<file path="src/rtl/data_path_pkg.sv">
// Shared constants and FSM state encoding for the shift-and-add multiplier.
package data_path_pkg;

    localparam int DEF_WIDTH = 32;
    localparam int DEF_CNT_W = $clog2(DEF_WIDTH) + 1;

    typedef enum logic [1:0] {
        IDLE = 2'd0,
        RUN  = 2'd1,
        DONE = 2'd2
    } state_e;

    function automatic int cnt_width(input int width);
        return $clog2(width) + 1;
    endfunction

endpackage

</file>
<file path="src/rtl/data_path_if.sv">
// Operand/result bundle between the operand source, the multiplier and the result consumer.
interface data_path_if
    import data_path_pkg::*;
#(
    parameter int WIDTH = DEF_WIDTH
);
    logic [WIDTH-1:0]   Data_A;
    logic [WIDTH-1:0]   Data_B;
    logic               iValid_Data;
    logic               iAck;
    logic [2*WIDTH-1:0] Prod;
    logic               oDone;
    logic               oBusy;
    logic               oB_LSB;

    modport master (
        output Data_A, Data_B, iValid_Data, iAck,
        input  Prod, oDone, oBusy, oB_LSB
    );

    modport slave (
        input  Data_A, Data_B, iValid_Data, iAck,
        output Prod, oDone, oBusy, oB_LSB
    );
endinterface

</file>
<file path="src/rtl/data_path_control_machine.sv">
// Sequencing FSM for the multiplier: IDLE -> RUN (WIDTH iterations) -> DONE -> IDLE on ack.
module control_machine
    import data_path_pkg::*;
(
    input  logic Clock,
    input  logic Reset,
    input  logic iValid_Data,
    input  logic iAck,
    input  logic iLSB,
    input  logic count_done,
    output logic a_sel,
    output logic b_sel,
    output logic prod_sel,
    output logic add_sel,
    output logic shift_en,
    output logic oDone,
    output logic oBusy
);

    state_e state_q;
    state_e state_d;

    always_ff @(posedge Clock) begin
        if (!Reset) begin
            state_q <= IDLE;
        end else begin
            state_q <= state_d;
        end
    end

    always_comb begin
        state_d  = state_q;
        a_sel    = 1'b0;
        b_sel    = 1'b0;
        prod_sel = 1'b0;
        add_sel  = 1'b0;
        shift_en = 1'b0;
        oDone    = 1'b0;
        oBusy    = 1'b0;
        case (state_q)
            IDLE: begin
                if (iValid_Data) begin
                    a_sel    = 1'b1;
                    b_sel    = 1'b1;
                    prod_sel = 1'b1;
                    state_d  = RUN;
                end
            end
            RUN: begin
                oBusy    = 1'b1;
                shift_en = 1'b1;
                add_sel  = iLSB;
                // count_done flags the final iteration, so DONE follows the WIDTH-th edge
                if (count_done) begin
                    state_d = DONE;
                end
            end
            DONE: begin
                oDone = 1'b1;
                if (iAck) begin
                    state_d = IDLE;
                end
            end
            default: begin
                state_d = IDLE;
            end
        endcase
    end

endmodule

</file>
<file path="src/rtl/data_path.sv">
// Sequential unsigned shift-and-add multiplier: operand/product registers, adder and iteration counter.
module data_path
    import data_path_pkg::*;
#(
    parameter int WIDTH = DEF_WIDTH
)(
    input  logic        Clock,
    input  logic        Reset,
    data_path_if.slave  bus
);

    localparam int CNT_W = cnt_width(WIDTH);

    logic [2*WIDTH-1:0] a_q, a_d;
    logic [WIDTH-1:0]   b_q, b_d;
    logic [2*WIDTH-1:0] prod_q, prod_d;
    logic [CNT_W-1:0]   count_q, count_d;

    logic a_sel, b_sel, prod_sel, add_sel, shift_en, count_done;

    assign count_done = (count_q == CNT_W'(WIDTH - 1));

    control_machine u_ctrl (
        .Clock       (Clock),
        .Reset       (Reset),
        .iValid_Data (bus.iValid_Data),
        .iAck        (bus.iAck),
        .iLSB        (b_q[0]),
        .count_done  (count_done),
        .a_sel       (a_sel),
        .b_sel       (b_sel),
        .prod_sel    (prod_sel),
        .add_sel     (add_sel),
        .shift_en    (shift_en),
        .oDone       (bus.oDone),
        .oBusy       (bus.oBusy)
    );

    always_comb begin
        a_d     = a_q;
        b_d     = b_q;
        prod_d  = prod_q;
        count_d = count_q;
        if (a_sel) begin
            a_d = {{WIDTH{1'b0}}, bus.Data_A};
        end else if (shift_en) begin
            a_d = a_q << 1;
        end
        if (b_sel) begin
            b_d = bus.Data_B;
        end else if (shift_en) begin
            b_d = b_q >> 1;
        end
        // Sum uses the pre-shift multiplicand, matching the bit currently at b_q[0]
        if (prod_sel) begin
            prod_d = '0;
        end else if (add_sel) begin
            prod_d = prod_q + a_q;
        end
        if (prod_sel) begin
            count_d = '0;
        end else if (shift_en) begin
            count_d = count_q + 1'b1;
        end
    end

    always_ff @(posedge Clock) begin
        if (!Reset) begin
            a_q     <= '0;
            b_q     <= '0;
            prod_q  <= '0;
            count_q <= '0;
        end else begin
            a_q     <= a_d;
            b_q     <= b_d;
            prod_q  <= prod_d;
            count_q <= count_d;
        end
    end

    assign bus.Prod   = prod_q;
    assign bus.oB_LSB = b_q[0];

endmodule

</file>
<file path="src/flat_wrapper.sv">
// flat-port wrapper written by rule: the top's interface ports become plain ports
module data_path_flat import data_path_pkg::*;
#(
    parameter int WIDTH = DEF_WIDTH
)
  (Clock, Reset, bus_Data_A, bus_Data_B, bus_iValid_Data, bus_iAck, bus_Prod, bus_oDone, bus_oBusy, bus_oB_LSB);
  data_path_if #(.WIDTH(WIDTH)) bus_i ();
  input  logic Clock;
  input  logic Reset;
  input wire logic [$bits(bus_i.Data_A)-1:0] bus_Data_A;
  input wire logic [$bits(bus_i.Data_B)-1:0] bus_Data_B;
  input wire logic [$bits(bus_i.iValid_Data)-1:0] bus_iValid_Data;
  input wire logic [$bits(bus_i.iAck)-1:0] bus_iAck;
  output wire logic [$bits(bus_i.Prod)-1:0] bus_Prod;
  output wire logic [$bits(bus_i.oDone)-1:0] bus_oDone;
  output wire logic [$bits(bus_i.oBusy)-1:0] bus_oBusy;
  output wire logic [$bits(bus_i.oB_LSB)-1:0] bus_oB_LSB;
  assign bus_i.Data_A = bus_Data_A;
  assign bus_i.Data_B = bus_Data_B;
  assign bus_i.iValid_Data = bus_iValid_Data;
  assign bus_i.iAck = bus_iAck;
  assign bus_Prod = bus_i.Prod;
  assign bus_oDone = bus_i.oDone;
  assign bus_oBusy = bus_i.oBusy;
  assign bus_oB_LSB = bus_i.oB_LSB;
  data_path #(.WIDTH(WIDTH)) u_core (.Clock(Clock), .Reset(Reset), .bus(bus_i));
endmodule
</file>
<file path="config.mk">
export PLATFORM = sky130hd
export DESIGN_NAME = data_path_flat
export DESIGN_NICKNAME = d
export VERILOG_FILES = /design/src/rtl/data_path_pkg.sv /design/src/rtl/data_path_if.sv /design/src/rtl/data_path_control_machine.sv /design/src/rtl/data_path.sv /design/src/flat_wrapper.sv
export SDC_FILE = /design/constraint.sdc
export NUM_CORES = 1
export LEC_CHECK = 0
export BUFFER_PORTS_ARGS = -buffer_cell sky130_fd_sc_hd__clkbuf_2
export CORE_ASPECT_RATIO = 1.5
export CORE_UTILIZATION = 55
export CTS_BUF_LIST = sky130_fd_sc_hd__clkbuf_4 sky130_fd_sc_hd__clkbuf_8
export DETAILED_ROUTE_END_ITERATION = 6
export MAX_ROUTING_LAYER = met4
export PLACE_DENSITY = 0.77
export SLEW_MARGIN = 10
export SYNTH_ARGS = -nofsm -noshare
export SYNTH_HDL_FRONTEND = slang
export SYNTH_SLANG_ARGS = --single-unit
</file>
<file path="constraint.sdc">
create_clock -name Clock -period 4.6 [get_ports Clock]
set_input_delay 0.23 -clock Clock [delete_from_list [all_inputs] [get_ports Clock]]
set_output_delay 0.23 -clock Clock [all_outputs]
set_load 0.01 [all_outputs]
</file>
==> impl_metrics.ini, run 1 <==
[power_and_ir_drop]
power.share.sequential_pct = 51.5
p_sw_w = 0.000961
clockPowerShare_pct = 34.9
p_leak_nw = 4.58
power.internal_w = 0.00205
pwr_density_cell_nw_per_um2 = 277
ir_worst_vdd_mv = 0.244
power.total_w = 0.00302
p_comb_share_pct = 13.6
sw_frac_of_total_pct = 31.9

[cells_and_area]
layout.nets = 1492
diodes = 0
num-fill-cells = 1610
drive_gt1_share_pct = 14.1
areaGrowthSynthToFinish_pct = 11.9

[place]
io_buffers = 134
dp_hpwl_um = 19200
gp_congestion = 0.925

[worst_setup_path]
path_class = reg -> reg
crit_arrival_ns = 4.26
cp-end-kind = register
cp-start-kind = register
crit_required_ns = 5.01
worstPathMaxFanout = 5

[routing]
met1_length_um = 10500
wl_met2_um = 14100
drt_iter0_markers = 606
wl_per_cell_um = 16.8
antenna_left = 0
routed_wl_um = 26700
vias = 9522
drt-vias-per-instance = 6.01
wl_met3_um = 1140
drc_errors = 0
firstDrtPassIters = 5
top_layer = met4

[sta]
report.final.slew_viol_count = 0
setup_violations = 0
rsz0062_at_grt = false
finalHoldViolCount = 0
fin_crit_sh_pct = 83.6
slew_headroom_pct = 38.0
fin_skew_ns = 0.0163
setup_tns_ns = 0
worst_pin_slew_ns = 0.927
fmaxAchievable_mhz = 260
period_minus_slack_ns = 3.84

[synth]
yosys-top-cells-area = dfxtp_1, a21oi_1, nand2_1, ha_1, a22oi_1
synth_most_common_cell = nand2_1
synthTopCellsByCount = nand2_1, a21oi_1, dfxtp_1
synth_top_area_cell = dfxtp_1
synthArstFlopShare_pct = 0
synthCells = 1270
ys.flop_type = dfxtp_1
synth_area_um2 = 9750
ys_warn_count = 0
synth_edf_count = 0
ys_seq_elements = 168
syn_area_per_cell_um2 = 7.68
yosysTopAreaCellShare_pct = 34.5
synth_cell_types = 61
synth_seq_area_share_pct = 34.5
syn_nets = 1403

[run_status]
status = finished, final reports clean

[worst_hold_path]
holdCritPathClass = in -> reg

[floorplan]
ioPinCount = 135
start_util_pct = 56.2
die_h_um = 165
dieArea_um2 = 18300
fp.coreArea_um2 = 17300
die_w_um = 111
num_rows = 59

[cts]
cts-buffers-inserted = 17
cts_max_level = 4
cts_tree = built
path_clk_slew_ns = 0.11
cts_buffer_depth = 2
root_buffer = clkbuf_8
clkSinkCount = 168
clkLatencyLatePin_ns = 0.47
post-cts-setup-buffer-count = 0

[global_routing]
grt_pass1_wl_um = 43400
grt_use_total_pct = 29.9
grt_max_degree = 76
antenna_found_initial = 0
grt_pass1_vias = 9018
grt-ovfl-total = 0

[flow_run]
cap_viol_max_count = 0
==> cell usage in the layout, fill, tap and decap left out, types with 10 or more instances in the layout <==
master | Yosys | final
a21oi_1 | 217 | 217
xnor2_1 | 37 | 37
nor3_1 | 12 | 12
o21ai_1 | 11 | 11
o21ai_0 | 36 | 36
nand2_1 | 264 | 262
nor2_1 | 51 | 50
buf_4 | 0 | 10
inv_1 | 13 | 11
or3_1 | 12 | 12
o21a_1 | 10 | 10
clkbuf_8 | 0 | 17
xor2_1 | 16 | 16
nand4_1 | 21 | 21
dfxtp_1 | 168 | 168
ha_1 | 64 | 64
a22oi_1 | 63 | 63
o21bai_1 | 13 | 13
a21o_1 | 39 | 39
nand3_1 | 35 | 35
clkbuf_2 | 0 | 134
==> final cells by class <==
type	count	area [um2]	area share [%]
multi-input cells	1013	6070	55.7
flip-flops and latches	168	3360	30.8
repair buffers	146	766	7.02
well taps	213	267	2.44
clock buffers	18	241	2.21
clock inverters	14	149	1.37
inverters	13	50.0	0.459
==> per-layer routing <==
layer | track usage (%) | up-vias
met5 | - | -
met1 | 32.0 | 4469
met4 | 13.7 | 0
met2 | 54.2 | 244
met3 | 5.04 | 66
li1 | - | 4743
==> worst paths after layout <==
check                     start                  end  slack (ns)  cells after the start
min               bus_Data_B[7]        u_core.b_q[7]        0.03                      3
max          u_core.bus.Prod[0]  u_core.bus.Prod[58]        0.76                     12
max reg2reg  u_core.bus.Prod[0]  u_core.bus.Prod[58]        0.76                     12
min reg2reg       u_core.b_q[7]        u_core.b_q[7]        0.46                      2
==> cell families after synthesis <==
kind of cell | after synthesis | synth area share, %
flip-flops | 168 | 34.5
adder cells (fa/ha/maj) | 65 | 8.42
AO/OA/AOI/OAI | 450 | 28.6
AND/OR/NAND/NOR | 442 | 20.0
buffers and inverters | 89 | 3.44
XOR/XNOR | 53 | 4.76
multiplexers | 3 | 0.346
==> metrics by stage <==
| step | hold slack, ns | utilization (%) | std cells | setup slack [ns] | instance area, um2 |
|---|---|---|---|---|---|
| after floorplan | 0.363 | - | 1270 | 1.27 | 9750 |
| after global placement | 0.442 | 60.5 | 1551 | 0.873 | 10500 |
| after detailed placement | 0.447 | 60.5 | 1551 | 0.851 | 10500 |
| after CTS | 0.00819 | 62.9 | 1585 | 0.807 | 10900 |
| after global routing | 0.00869 | 62.9 | 1585 | 0.474 | 10900 |
| final | 0.0275 | 62.9 | 1585 | 0.756 | 10900 |
==> registers in the layout, indices dropped and copies added, names as in the netlist <==
signal	count
u_core.u_ctrl.state_q	2
u_core.bus.Prod	64
u_core.b_q	32
u_core.count_q	6
u_core.a_q	64
==> critical path, stage by stage (launching register included) <==
cell	delay [ns]
dfxtp_1	0.34
ha_1	0.23
fa_1	0.43
a211oi_1	0.32
o21ai_1	0.17
a211oi_2	0.45
nor3b_1	0.17
o311ai_1	0.35
a21boi_1	0.21
a31oi_2	0.43
nor3_1	0.13
or4_1	0.48
nand3_1	0.09
==> power by group through the flow <==
stage | logic, W | clock network, W | registers (W)
after detailed placement | 0.000408 | 0 | 0.00159
after floorplan | 0.000289 | 0 | 0.00157
after CTS | 0.000412 | 0.00107 | 0.00155
final | 0.000411 | 0.00105 | 0.00155
after global routing | 0.000457 | 0.00113 | 0.00156
after global placement | 0.000403 | 0 | 0.00158
==> repair_timing <==
action,in CTS,in global routing
hold buffers,2,0
resized for setup,0,0
hold endpoints to repair,2,0
Note: power is estimated with default switching activity, not from simulation.
==> run 2: changes to the inputs <==
ABC_AREA = 1   (was unset)
PLACE_DENSITY = 0.78   (was 0.77)
clock period = 3.2 ns   (was 4.6 ns; I/O delays follow)
==> impl_metrics.ini, run 2 <==
[synth]
synth_seq_area_share_pct = 27.3
synthCells = 2117
synthTopCellsByCount = nand2_1, inv_1, dfxtp_1
synthArstFlopShare_pct = 0
syn_nets = 2250
yosysTopAreaCellShare_pct = 27.3
ys.flop_type = dfxtp_1
synth_top_area_cell = dfxtp_1
ys_warn_count = 0
synth_area_um2 = 12300
synth_edf_count = 0
ys_seq_elements = 168
yosys-top-cells-area = dfxtp_1, nand2_1, inv_1, ha_1, a21oi_1
syn_area_per_cell_um2 = 5.82
synth_cell_types = 35
synth_most_common_cell = nand2_1

[routing]
antenna_left = 0
drc_errors = 0
wl_per_cell_um = 17.3
drt-vias-per-instance = 5.31
drt_iter0_markers = 869
routed_wl_um = 44500
firstDrtPassIters = 7
vias = 13700

[worst_setup_path]
worstPathMaxFanout = 5
crit_required_ns = 3.59
crit_family = compound AO/OA/AOI/OAI gates
cpMaxStageDelayCell = a21oi_1
crit_arrival_ns = 2.94
max_stage_delay_ns = 0.42
cp-start-kind = register
crit_chain = ha_1 > nand2_1 > inv_1 > a21oi_1 > nand2_1 > inv_1 > nand2_1 > a21oi_1 > nand2_1 > nand2_1 > nand3_1 > nand2_1 > inv_1
critPathMostFrequentCell = nand2_1
critPathBufInv = 3
cp-end-kind = register
r2r_slack_ns = 0.65
path_class = reg -> reg

[cells_and_area]
diodes = 0
final_common_cell = nand2_1
layout.nets = 2424
num-fill-cells = 2052
fin_util_pct = 65.6
multi_input_area_um2 = 7160
seqCellArea_um2 = 3360
areaGrowthSynthToFinish_pct = 16.1
drive_gt1_share_pct = 10.8
final_area_um2 = 14300
layout_common_cells = nand2_1, inv_1, dfxtp_1

[place]
dp_hpwl_um = 34000
pre_cts_slack_ns = 0.720
postPlaceCellArea_um2 = 13200
gp_congestion = 1.11
io_buffers = 134

[sta]
period_minus_slack_ns = 2.55
setup_violations = 0
fmaxAchievable_mhz = 392
rsz0062_at_grt = false
report.final.slew_viol_count = 0
worst_pin_slew_ns = 0.742
fin_crit_sh_pct = 79.7
fin_skew_ns = 0.0185
finalHoldViolCount = 0
setup_ws_ns = 0.650
setup_tns_ns = 0
slew_headroom_pct = 50.4

[cts]
clkLatencyLatePin_ns = 0.49
post-cts-setup-buffer-count = 0
path_clk_slew_ns = 0.10
cts-buffers-inserted = 17
cts-resized-gates = 0
clkSinkCount = 168
root_buffer = clkbuf_8
cts_max_level = 4
cts_hold_buf = 65
cts_tree = built
cts_buffer_depth = 2

[floorplan]
die_h_um = 185
start_util_pct = 56.5
die_w_um = 124
dieArea_um2 = 23000
fp.coreArea_um2 = 21800
ioPinCount = 135
num_rows = 66

[global_routing]
grt_max_degree = 67
antenna_found_initial = 0
grt_pass1_wl_um = 68200
grt_pass1_vias = 13300
grt-ovfl-total = 0
grt_use_total_pct = 39.7

[power_and_ir_drop]
pwr_density_cell_nw_per_um2 = 325
power.internal_w = 0.00322
sw_frac_of_total_pct = 30.9
power.share.sequential_pct = 48.7
p_comb_share_pct = 15.4
p_sw_w = 0.00144
ir_worst_vdd_mv = 0.233
clockPowerShare_pct = 36.0
p_leak_nw = 7.84
power.total_w = 0.00465

[run_status]
status = finished, final reports clean

[worst_hold_path]
holdCritPathClass = in -> reg

[flow_run]
cap_viol_max_count = 0
[run 2: kinds of logic after synthesis]
family                     synth area share, %
xor gates and xnor gates                  1.92
adders and majority gates                 6.66
buffers and inverters                     14.7
and+or+nand+nor                           37.3
AOI/OAI and AO/OA                         12.1
DFF                                       27.3
[run 2: worst reg2reg max path, cell delays in order (launching register included)]
cell and delay (ns):
dfxtp_1 0.36, ha_1 0.39, nand2_1 0.16, inv_1 0.05, a21oi_1 0.42, nand2_1 0.19, inv_1 0.09, nand2_1 0.05
a21oi_1 0.42, nand2_1 0.10, nand2_1 0.08, nand3_1 0.06, nand2_1 0.06, inv_1 0.03
[run 2: worst paths after layout]
| kind | start | end | cells after the start |
|---|---|---|---|
| max | u_core.bus.Prod[51] | u_core.bus.Prod[52] | 13 |
| min | Reset | u_core.bus.Prod[6] | 5 |
| max reg2reg | u_core.bus.Prod[51] | u_core.bus.Prod[52] | 13 |
| min reg2reg | u_core.a_q[63] | u_core.a_q[63] | 2 |
[run 2: power by group through the flow]
stage / Clock, W / Combinational (W) / Sequential, W
after floorplan: 0 / 0.000428 / 0.00228
after global placement: 0 / 0.000617 / 0.00230
after detailed placement: 0 / 0.000630 / 0.00230
after CTS: 0.00169 / 0.000694 / 0.00226
after global routing: 0.00177 / 0.000778 / 0.00227
final: 0.00167 / 0.000715 / 0.00226
[run 2: metrics by stage]
stage	cells	hold slack, ns
2_1_floorplan	2117	0.309
3_3_place_gp	2479	0.405
4_1_cts	2576	0.129
5_1_grt	2576	0.177
3_5_place_dp	2479	0.406
6_report	2576	0.156
[run 2: final cells by class]
class | count | area share (%)
clock inverters | 12 | 1.07
clock buffers | 20 | 1.88
flip-flops and latches | 168 | 23.5
multi-input cells | 1474 | 50.1
repair buffers | 212 | 10.1
well taps | 272 | 2.38
inverters | 418 | 11.0
[run 2: layer usage]
| metal | GRT usage, % | up-vias | routed length [um] |
|---|---|---|---|
| met5 | - | - | 0 |
| met4 | 32.2 | 0 | 3930 |
| met3 | 5.29 | 190 | 2000 |
| met2 | 74.7 | 503 | 23300 |
| met1 | 35.4 | 6186 | 15300 |
| li1 | - | 6798 | - |
==> run 3: changes to the inputs <==
PLACE_DENSITY = 0.76   (was 0.78)
clock period = 2.4 ns   (was 3.2 ns; I/O delays follow)
==> impl_metrics.ini, run 3 (synthesized netlist as in run 2, its figures left out) <==
[worst_setup_path]
cpMaxStageDelayCell = ha_1
path_class = reg -> reg
r2r-start = u_core.a_q[5]
ff2ff_path_depth = 14
cp-end-kind = register
r2r_slack_ns = 0.07
crit_chain = ha_1 > nand2_2 > nor2_2 > nand2_1 > nand2_2 > nand2_1 > nand2_2 > nand2_2 > nand2_2 > nand2_1 > nand3_1 > nand3_1 > nand2_1 > inv_1
worstPathMaxFanout = 4
crit_arrival_ns = 2.73
cp-start-kind = register
r2r-end = u_core.bus.Prod[63]
max_stage_delay_ns = 0.37
crit_required_ns = 2.80
crit_family = simple AND/OR/NAND/NOR gates
critPathMostFrequentCell = nand2_2
critPathBufInv = 1

[routing]
firstDrtPassIters = 6
drt-vias-per-instance = 5.26
drt_iter0_markers = 761
antenna_left = 0
vias = 13800
wl_per_cell_um = 17.1
routed_wl_um = 44800
drc_errors = 0

[sta]
fin_skew_ns = 0.0143
setup_ws_ns = 0.0724
slew_headroom_pct = 27.0
setup_violations = 0
period_minus_slack_ns = 2.33
fmaxAchievable_mhz = 430
report.final.slew_viol_count = 0
fin_crit_sh_pct = 97.0
setup_tns_ns = 0
worst_pin_slew_ns = 1.09
fin_hold_ws_ns = 0.0410
finalHoldViolCount = 0

[floorplan]
ioPinCount = 135
fp.coreArea_um2 = 21800
start_util_pct = 56.5
die_h_um = 185
num_rows = 66
die_w_um = 124
dieArea_um2 = 23000

[global_routing]
grt_max_degree = 67
grt_pass1_vias = 13700
grt_pass1_wl_um = 69400
antenna_found_initial = 1
grt_use_total_pct = 40.2
grt-ovfl-total = 0

[cts]
clkLatencyLatePin_ns = 0.49
root_buffer = clkbuf_8
cts_max_level = 4
clkSinkCount = 168
path_clk_slew_ns = 0.11
cts_buffer_depth = 2
cts-buffers-inserted = 17
cts_tree = built

[power_and_ir_drop]
sw_frac_of_total_pct = 33.5
power.share.sequential_pct = 49.2
p_leak_nw = 8.02
clockPowerShare_pct = 34.7
ir_worst_vdd_mv = 0.310
p_sw_w = 0.00204
power.internal_w = 0.00406
pwr_density_cell_nw_per_um2 = 417
p_comb_share_pct = 16.1

[cells_and_area]
num-fill-cells = 2057
final_area_um2 = 14600
layout_common_cells = nand2_1, inv_1, dfxtp_1
drive_gt1_share_pct = 13.0
seqCellArea_um2 = 3360
fin_cells = 2613
layout.nets = 2460
final_common_cell = nand2_1
multi_input_area_um2 = 7230
areaGrowthSynthToFinish_pct = 18.8

[worst_hold_path]
holdCritPathClass = in -> reg
min_delay_path_depth = 5
worstHoldStart = Reset
hold_end = u_core.bus.Prod[0]

[place]
io_buffers = 134
pre_cts_slack_ns = -0.0593
gp_congestion = 1.03
dpl.cell_count = 2512
postPlaceCellArea_um2 = 13500
dp_hpwl_um = 34400

[run_status]
status = finished, final reports clean

[flow_run]
cap_viol_max_count = 0
[run 3: cell count changes in the layout (fill, tap and decap cells not counted), moves of 4 or more]
cell      previous run  this run
nor2_2              15        21
buf_4               11        47
nor2_1              83        77
clkinv_8             0         6
nand2_1            887       882
nand2_2             26        31
ha_1                64        60
[run 3: power by group through the flow]
| stage | clock (W) | combinational [W] | sequential [W] |
|---|---|---|---|
| floorplan | 0 | 0.000570 | 0.00305 |
| global placement | 0 | 0.000849 | 0.00306 |
| detailed placement | 0 | 0.000862 | 0.00306 |
| CTS | 0.00212 | 0.000950 | 0.00300 |
| global route | 0.00222 | 0.00107 | 0.00302 |
| finish | 0.00212 | 0.000982 | 0.00301 |
[run 3: metrics by stage]
step	utilization (%)	power [W]
6_report	67.1	0.00610
5_1_grt	67.1	0.00630
4_1_cts	66.7	0.00607
3_5_place_dp	61.8	0.00392
3_3_place_gp	61.8	0.00391
2_1_floorplan	-	0.00362
[run 3: area by class of cell]
| cell class | instances | share of cell area, % |
|---|---|---|
| Antenna cell | 1 | 0.0171 |
| Tap cell | 272 | 2.33 |
| Timing Repair Buffer | 248 | 11.7 |
| Clock buffer | 17 | 1.60 |
| Inverter | 418 | 10.7 |
| Sequential cell | 168 | 23.0 |
| Clock inverter | 15 | 1.21 |
| Multi-Input combinational cell | 1474 | 49.4 |
[run 3: worst max-delay path by stage]
stage | startpoint | endpoint | cells past startpoint | slack [ns]
final | u_core.a_q[5] | u_core.bus.Prod[63] | 14 | 0.07
after global routing | u_core.a_q[39] | u_core.bus.Prod[63] | 15 | -0.03
after CTS | u_core.a_q[5] | u_core.bus.Prod[63] | 14 | 0.01
after detailed placement | u_core.bus.Prod[37] | u_core.bus.Prod[63] | 13 | -0.06
after global placement | u_core.bus.Prod[37] | u_core.bus.Prod[63] | 13 | -0.04
after floorplan | u_core.bus.Prod[0] | u_core.bus.Prod[60] | 16 | 0.42
[run 3: worst min-delay path, stage by stage]
cell and delay [ns]:
clkbuf_2 0.10, inv_2 0.08, nor2_4 0.05, inv_1 0.10, a21oi_1 0.05
[run 3: timing repair]
action                     in CTS  in global routing
hold endpoints to repair       65                  0
setup endpoints to repair       1                 20
hold buffers                   65                  0
buffers inserted                0                  3
gates resized for setup         1                 20
pin swaps                       0                  2
[run 3: layer usage]
layer	wire, um	up-vias	track usage, %	share of wire [%]
met5	0	-	-	0
li1	-	6874	-	-
met1	15500	6205	35.9	35
met3	1810	209	5.31	4.0
met2	23300	465	74.7	52
met4	4180	0	34.7	9.3
